### src/rtl/cpu_pkg.sv
// Shared CPU-side definitions: instruction and byte widths, instruction-memory
// limit, and the program-loader state encoding.
package cpu_pkg;

  localparam int unsigned INSTR_W    = 16;
  localparam int unsigned BYTE_W     = 8;
  localparam int unsigned IMEM_LIMIT = 32'h32;

  typedef enum logic [2:0] {
    LD_IDLE    = 3'd0,
    LD_LEN_LO  = 3'd1,
    LD_LEN_HI  = 3'd2,
    LD_DATA_LO = 3'd3,
    LD_DATA_HI = 3'd4,
    LD_FLUSH   = 3'd5,
    LD_DONE    = 3'd6,
    LD_ERROR   = 3'd7
  } loader_state_e;

  // Header and payload states are the only ones that consume stream bytes.
  function automatic logic accepts_bytes(input loader_state_e st);
    return (st == LD_LEN_LO) || (st == LD_LEN_HI) ||
           (st == LD_DATA_LO) || (st == LD_DATA_HI);
  endfunction

endpackage

### src/rtl/instr_loader.sv
// Length-prefixed byte-stream loader: packs bytes into little-endian 16-bit
// words at even addresses and holds the CPU in reset until the load finishes.
module instr_loader
  import cpu_pkg::*;
#(
  parameter int unsigned ADDR_W    = 16,
  parameter int unsigned MAX_BYTES = IMEM_LIMIT
) (
  input  logic                clk,
  input  logic                rst,
  input  logic                start,
  input  logic [BYTE_W-1:0]   in_data,
  input  logic                in_valid,
  output logic                in_ready,
  output logic                wr_en,
  output logic [ADDR_W-1:0]   wr_addr,
  output logic [INSTR_W-1:0]  wr_data,
  output logic                busy,
  output logic                done,
  output logic                error,
  output logic                cpu_hold,
  output logic [ADDR_W-1:0]   byte_count
);

  localparam logic [15:0] MAX_LEN = 16'(MAX_BYTES);

  loader_state_e       state_q, state_d;
  logic [BYTE_W-1:0]   len_lo_q, len_lo_d;
  logic [15:0]         remaining_q, remaining_d;
  logic [BYTE_W-1:0]   lo_byte_q, lo_byte_d;
  logic [ADDR_W-1:0]   addr_q, addr_d;
  logic                wr_en_q, wr_en_d;
  logic [ADDR_W-1:0]   wr_addr_q, wr_addr_d;
  logic [INSTR_W-1:0]  wr_data_q, wr_data_d;
  logic                busy_q, busy_d;
  logic                done_q, done_d;
  logic                error_q, error_d;
  logic [ADDR_W-1:0]   byte_count_q, byte_count_d;

  logic                accept;
  logic [15:0]         length_w;

  assign in_ready = accepts_bytes(state_q);
  assign accept   = in_valid && in_ready;
  assign length_w = {in_data, len_lo_q};

  always_ff @(posedge clk or posedge rst) begin
    if (rst) begin
      state_q      <= LD_IDLE;
      len_lo_q     <= '0;
      remaining_q  <= '0;
      lo_byte_q    <= '0;
      addr_q       <= '0;
      wr_en_q      <= 1'b0;
      wr_addr_q    <= '0;
      wr_data_q    <= '0;
      busy_q       <= 1'b0;
      done_q       <= 1'b0;
      error_q      <= 1'b0;
      byte_count_q <= '0;
    end else begin
      state_q      <= state_d;
      len_lo_q     <= len_lo_d;
      remaining_q  <= remaining_d;
      lo_byte_q    <= lo_byte_d;
      addr_q       <= addr_d;
      wr_en_q      <= wr_en_d;
      wr_addr_q    <= wr_addr_d;
      wr_data_q    <= wr_data_d;
      busy_q       <= busy_d;
      done_q       <= done_d;
      error_q      <= error_d;
      byte_count_q <= byte_count_d;
    end
  end

  always_comb begin
    state_d      = state_q;
    len_lo_d     = len_lo_q;
    remaining_d  = remaining_q;
    lo_byte_d    = lo_byte_q;
    addr_d       = addr_q;
    wr_en_d      = 1'b0;
    wr_addr_d    = wr_addr_q;
    wr_data_d    = wr_data_q;
    busy_d       = busy_q;
    done_d       = done_q;
    error_d      = error_q;
    byte_count_d = byte_count_q;

    unique case (state_q)
      LD_IDLE, LD_DONE, LD_ERROR: begin
        if (start) begin
          state_d      = LD_LEN_LO;
          busy_d       = 1'b1;
          done_d       = 1'b0;
          error_d      = 1'b0;
          byte_count_d = '0;
          addr_d       = '0;
        end
      end

      LD_LEN_LO: begin
        if (accept) begin
          len_lo_d = in_data;
          state_d  = LD_LEN_HI;
        end
      end

      LD_LEN_HI: begin
        if (accept) begin
          remaining_d = length_w;
          if (length_w > MAX_LEN) begin
            state_d = LD_ERROR;
            error_d = 1'b1;
            busy_d  = 1'b0;
          end else if (length_w == 16'd0) begin
            state_d = LD_DONE;
            done_d  = 1'b1;
            busy_d  = 1'b0;
          end else begin
            state_d = LD_DATA_LO;
          end
        end
      end

      LD_DATA_LO: begin
        if (accept) begin
          lo_byte_d    = in_data;
          remaining_d  = remaining_q - 16'd1;
          byte_count_d = byte_count_q + ADDR_W'(1);
          // A lone trailing byte is padded with a zero high byte in FLUSH.
          state_d      = (remaining_q == 16'd1) ? LD_FLUSH : LD_DATA_HI;
        end
      end

      LD_DATA_HI: begin
        if (accept) begin
          wr_en_d      = 1'b1;
          wr_addr_d    = addr_q;
          wr_data_d    = {in_data, lo_byte_q};
          addr_d       = addr_q + ADDR_W'(2);
          remaining_d  = remaining_q - 16'd1;
          byte_count_d = byte_count_q + ADDR_W'(1);
          if (remaining_q == 16'd1) begin
            state_d = LD_DONE;
            done_d  = 1'b1;
            busy_d  = 1'b0;
          end else begin
            state_d = LD_DATA_LO;
          end
        end
      end

      LD_FLUSH: begin
        wr_en_d   = 1'b1;
        wr_addr_d = addr_q;
        wr_data_d = {{BYTE_W{1'b0}}, lo_byte_q};
        addr_d    = addr_q + ADDR_W'(2);
        state_d   = LD_DONE;
        done_d    = 1'b1;
        busy_d    = 1'b0;
      end

      default: state_d = LD_IDLE;
    endcase
  end

  assign wr_en      = wr_en_q;
  assign wr_addr    = wr_addr_q;
  assign wr_data    = wr_data_q;
  assign busy       = busy_q;
  assign cpu_hold   = busy_q;
  assign done       = done_q;
  assign error      = error_q;
  assign byte_count = byte_count_q;

endmodule

### config.mk
export PLATFORM = sky130hd
export DESIGN_NAME = instr_loader
export DESIGN_NICKNAME = d
export VERILOG_FILES = /design/src/rtl/cpu_pkg.sv /design/src/rtl/instr_loader.sv
export SDC_FILE = /design/constraint.sdc
export NUM_CORES = 1
export LEC_CHECK = 0
export CORE_ASPECT_RATIO = 0.6
export CORE_MARGIN = 4
export CORE_UTILIZATION = 58
export DETAILED_ROUTE_END_ITERATION = 10
export PLACE_DENSITY_LB_ADDON = 0.1
export SETUP_SLACK_MARGIN = 0.3
export SLEW_MARGIN = 20
export SYNTH_ARGS = -nofsm -noshare
export SYNTH_HDL_FRONTEND = slang
export SYNTH_SLANG_ARGS = --single-unit
### constraint.sdc
create_clock -name clk -period 6.76 [get_ports clk]
set_input_delay 1.352 -clock clk [delete_from_list [all_inputs] [get_ports clk]]
set_output_delay 1.352 -clock clk [all_outputs]
set_load 0.01 [all_outputs]
=== After elaboration in Yosys (flattened, before gate mapping) ===
Index checks and enable logic that the tools add are counted.
W data, S select, Z words.

* Add/sub/neg operators: 3
* Order comparisons: 1
* Equality and inequality tests: 19
* Mux-type cells: 41
* Reduce and logical (&&, ||, !) cells: 24

{| class="wikitable"
|+ Operators by type and width
! operator !! count
|-
| $pmux W16 S2 || 4
|-
| $mux W16 || 7
|-
| $pmux W16 S3 || 1
|-
| $mux W3 || 8
|-
| $pmux W3 S6 || 1
|-
| $add A16 B1 Y16 const B || 1
|-
| $add A16 B2 Y16 const B || 1
|-
| $eq A16 B1 Y1 const B || 1
|-
| $gt A16 B6 Y1 const B || 1
|-
| $logic_not A16 Y1 || 1
|-
| $mux W1 || 16
|-
| $sub A16 B1 Y16 const B || 1
|-
| $eq A3 B3 Y1 const B || 4
|-
| $ne A2 B2 Y1 const B || 6
|-
| $reduce_and A3 Y1 || 3
|-
| $ne A2 B1 Y1 const B || 4
|-
| $pmux W1 S4 || 2
|-
| $reduce_bool A2 Y1 || 4
|-
| $reduce_and A7 Y1 || 1
|-
| $eq A3 B2 Y1 const B || 2
|-
| $reduce_and A2 Y1 || 3
|-
| $reduce_and A6 Y1 || 1
|-
| $reduce_and A5 Y1 || 1
|-
| $pmux W1 S2 || 2
|-
| other kinds (10) || 12
|}

* Flip-flop bits (word level): 103
* Bits of input ports: 12
* Output and inout port bits: 54
* Word-level logic and storage cells: 100

=== Logic depth before layout (Yosys ltp) ===
* Word-level depth: 7
* Gate-level depth with buffers: 8
* Gate-level depth less buffers: 7

=== Worst setup path before layout ===
Ideal clock, no wire load.

* Path kind: input port to flip-flop
* Start point: input in_valid
* End point: register addr_q[6]
* Library setup time: 0.132 ns
* Data arrival time: 2.433 ns
* Required time: 6.628 ns
* Path slack: 4.195 ns
* Stages on the path: 6
* Buffers on the path: 1
* Cells stage by stage: clkbuf_1 nor2_1 nor3b_1 nand3_1 xor2_1 nor2_1

* Word-level cells in the longest chain between the ends: 3

{| class="wikitable"
|+ Ends and longest elaborated chain
! item !! line !! text
|-
| start, declared || instr_loader.sv:13 || <nowiki>input logic in_valid,</nowiki>
|-
| $logic_and A1 B1 Y1 || instr_loader.sv:44 || <nowiki>assign accept = in_valid && in_ready;</nowiki>
|-
| $ne A2 B2 Y1 (no line) || n/a ||
|-
| $reduce_and A3 Y1 (no line) || n/a ||
|-
| end signal, assigned || instr_loader.sv:66 || <nowiki>addr_q <= addr_d;</nowiki>
|-
| end, declared || instr_loader.sv:31 || <nowiki>logic [ADDR_W-1:0] addr_q, addr_d;</nowiki>
|}

Every way passes these cells.
A chain may end at the register's enable or synchronous reset.

=== Worst setup path after layout ===
* Start point: input in_valid
* End point: register addr_q[9]

Same word-level chain as after synthesis.

==> impl_metrics.sql <==
INSERT INTO impl_metrics (metric_group, metric, value, unit) VALUES
('yosys', 'ys_warn_count', '0', ''),
('routing', 'route.antenna.remaining_nets', '0', ''),
('yosys', 'async_flop_share', '100', '%'),
('setup_path', 'worstReg2RegEnd', 'addr_q[9]', ''),
('placement', 'place.gp.congestion', '0.878', ''),
('placement', 'hpwlAfterDp', '8.08', 'mm'),
('final_layout', 'mostFrequentLayoutCell', 'nand2_1', ''),
('sta', 'timing.final.crit_share', '52.3', '%'),
('final_layout', 'multiInputGateArea', '2280', 'um2'),
('placement', 'placedCellCount', '684', ''),
('worst_hold_path', 'worst_hold_startpoint', 'wr_addr[10]', ''),
('sta', 'layout_min_cycle_time', '3.54', 'ns'),
('yosys', 'synth_seq_area_share', '51.1', '%'),
('power', 'worst_ir_drop_vdd', '222', 'uV'),
('setup_path', 'worst_r2r_path_depth', '7', ''),
('final_layout', 'final_cell_mix', 'nand2_1, dfrtp_1, clkdlybuf4s50_1', ''),
('yosys', 'yosysUniqueCellTypes', '54', ''),
('routing', 'routedWlPerCell', '17.0', 'um'),
('die', 'row_count', '25', ''),
('setup_path', 'setup.worst_path.start_class', 'primary input', ''),
('routing', 'violation_count_after_the_first_detailed_route_iteration', '369', ''),
('yosys', 'synthDominantCellAreaShare', '51.1', '%'),
('setup_path', 'most_common_cell_on_crit_path', 'o21ai_0', ''),
('flow_run', 'cap_viol_max_count', '0', ''),
('yosys', 'synth_cells', '539', ''),
('final_layout', 'antenna-diode-count', '0', ''),
('global_routing', 'grt_pass1_vias', '3918', ''),
('worst_hold_path', 'min_delay_path_depth', '2', ''),
('global_routing', 'grt_pass1_wl', '20.1', 'mm'),
('clocking', 'clock_tree_from_tritoncts', 'done', ''),
('yosys', 'post_synth_net_total', '555', ''),
('setup_path', 'critical_path_sink_type', 'register', ''),
('yosys', 'synth_largest_area_cell', 'dfrtp_1', ''),
('die', 'initial_utilization', '61.3', '%'),
('die', 'die_area', '10100', 'um2'),
('global_routing', 'antenna_violations_before_repair', '0', ''),
('sta', 'finalHoldViolCount', '0', ''),
('final_layout', 'area.growth.synth_to_final', '20.1', '%'),
('setup_path', 'critPathRequiredTime', '6.98', 'ns'),
('sta', 'clock_skew', '0.0111', 'ns'),
('setup_path', 'cp_max_fo', '39', ''),
('power', 'power-per-cell-area', '396', 'nW/um2'),
('routing', 'detail_route.wirelength', '11.9', 'mm'),
('sta', 'slew-limit-headroom', '26.8', '%'),
('setup_path', 'critical-path-slowest-cell', 'clkdlybuf4s50_1', ''),
('die', 'io-pin-count', '66', ''),
('die', 'chipHeight', '79.5', 'um'),
('final_layout', 'post_layout_nonfiller_instances', '700', ''),
('worst_hold_path', 'hold_path_end', 'wr_addr[10]', ''),
('setup_path', 'critical_register_to_register_path_startpoint', 'state_q[2]', ''),
('setup_path', 'timing.reg2reg.setup_slack', '3.84', 'ns'),
('sta', 'tightest_slew', '1.09', 'ns'),
('routing', 'drt_first_pass_iters', '5', ''),
('global_routing', 'grt.overflow.total', '0', ''),
('sta', 'timing.final.setup_violations', '0', ''),
('global_routing', 'grtUsageTotal', '24.9', '%'),
('status', 'run_status', 'completed', ''),
('clocking', 'clk_pin_slew', '0.07', 'ns'),
('yosys', 'yosys_most_used_dff', 'dfrtp_1', ''),
('clocking', 'clkSinkCount', '101', ''),
('clocking', 'numCtsBuffers', '9', ''),
('clocking', 'insertion_delay', '0.35', 'ns'),
('clocking', 'cts.hold.buffers_added', '0', ''),
('yosys', 'synth_area_leaders', 'dfrtp_1, nand2_1, nor2_1', ''),
('setup_path', 'critPathMaxStageDelay', '0.73', 'ns'),
('sta', 'setup_total_negative_slack', '0', 'ns'),
('yosys', 'synth-edff-count', '0', ''),
('yosys', 'syn_area', '4950', 'um2'),
('clocking', 'max-clock-path-buffers', '2', ''),
('setup_path', 'critPathArrivalTime', '3.76', 'ns'),
('clocking', 'htree_levels', '3', '');
==> state kept, by name, summed over array words and instances, names as in the netlist, 3 cells and up <==
name	count
state_q	3
lo_byte_q	8
addr_q	15
wr_data	16
wr_addr	15
byte_count	16
remaining_q	16
len_lo_q	8
==> final cells by class <==
class,instances,area share [%]
clock buffers,10,3.85
multi-input cells,402,38.4
well taps,108,2.27
repair buffers,67,11.2
clock inverters,6,1.33
flip-flops and latches,101,42.5
inverters,6,0.421
==> synth_stat cells, drive strengths merged (5+ instances only) <==
master / instances
nand2: 108
dfrtp: 101
nor2: 58
o21ai: 33
a21oi: 26
clkbuf: 24
mux2: 17
nand3: 15
xor2: 14
nor3: 13
nor4: 10
a22o: 8
xnor2: 7
buf: 6
inv: 6
nand4: 6
o21a: 6
a31oi: 5
and3: 5
nand2b: 5
nor2b: 5
o22ai: 5
or4: 5
==> worst max-delay path by stage <==
| stage | endpoint | cells past startpoint | from | slack (ns) |
|---|---|---|---|---|
| after CTS | byte_count[0] | 6 | in_valid | 3.09 |
| after global placement | byte_count[0] | 6 | in_valid | 2.89 |
| after detailed placement | byte_count[0] | 6 | in_valid | 2.76 |
| after global routing | addr_q[9] | 7 | in_valid | 3.03 |
| after floorplan | addr_q[10] | 1 | rst | 2.76 |
| final | addr_q[9] | 7 | in_valid | 3.22 |
==> kinds of logic (layout without fill, tap and decap cells) <==
kind of cell | after synthesis | in the layout | share of synthesized area [%]
and+or+nand+nor | 246 | 246 | 22.7
AOI/OAI and AO/OA | 112 | 112 | 14.4
DFF | 101 | 101 | 51.1
buffers and inverters | 36 | 89 | 2.91
xor gates and xnor gates | 21 | 21 | 3.72
muxes | 18 | 18 | 4.07
adders and majority gates | 4 | 4 | 1.01
other | 1 | 1 | 0.0758
==> per-layer routing <==
| metal | vias up | track usage, % | part of all wire (%) |
|---|---|---|---|
| met1 | 2002 | 36.8 | 47 |
| met3 | 20 | 6.08 | 7.6 |
| met2 | 180 | 37.1 | 44 |
| met4 | 0 | 6.21 | 1.3 |
| li1 | 1984 | - | - |
| met5 | - | 0 | 0 |
==> critical path: cells and delay by family <==
| kind | cells | cell delay [ns] |
|---|---|---|
| buffers and inverters | 3 | 1.70 |
| AO/OA/AOI/OAI | 3 | 0.42 |
| AND/OR/NAND/NOR | 1 | 0.26 |
==> metrics by stage <==
stage               utilization, %  total power [mW]  setup WS, ns  instance area (um2)
floorplan                        -              1.50          2.76                 4950
global placement              69.8              1.77          2.89                 5630
detailed placement            69.8              1.81          2.76                 5630
CTS                           73.6              2.35          3.09                 5940
global route                  73.6              2.51          3.03                 5940
finish                        73.6              2.35          3.22                 5940
==> power by group <==
part	total, mW	switching, mW	internal (mW)
Combinational	0.848	0.458	0.390
Clock	0.532	0.237	0.295
Sequential	0.971	0.193	0.778
Power figures use the tool's default switching activity.
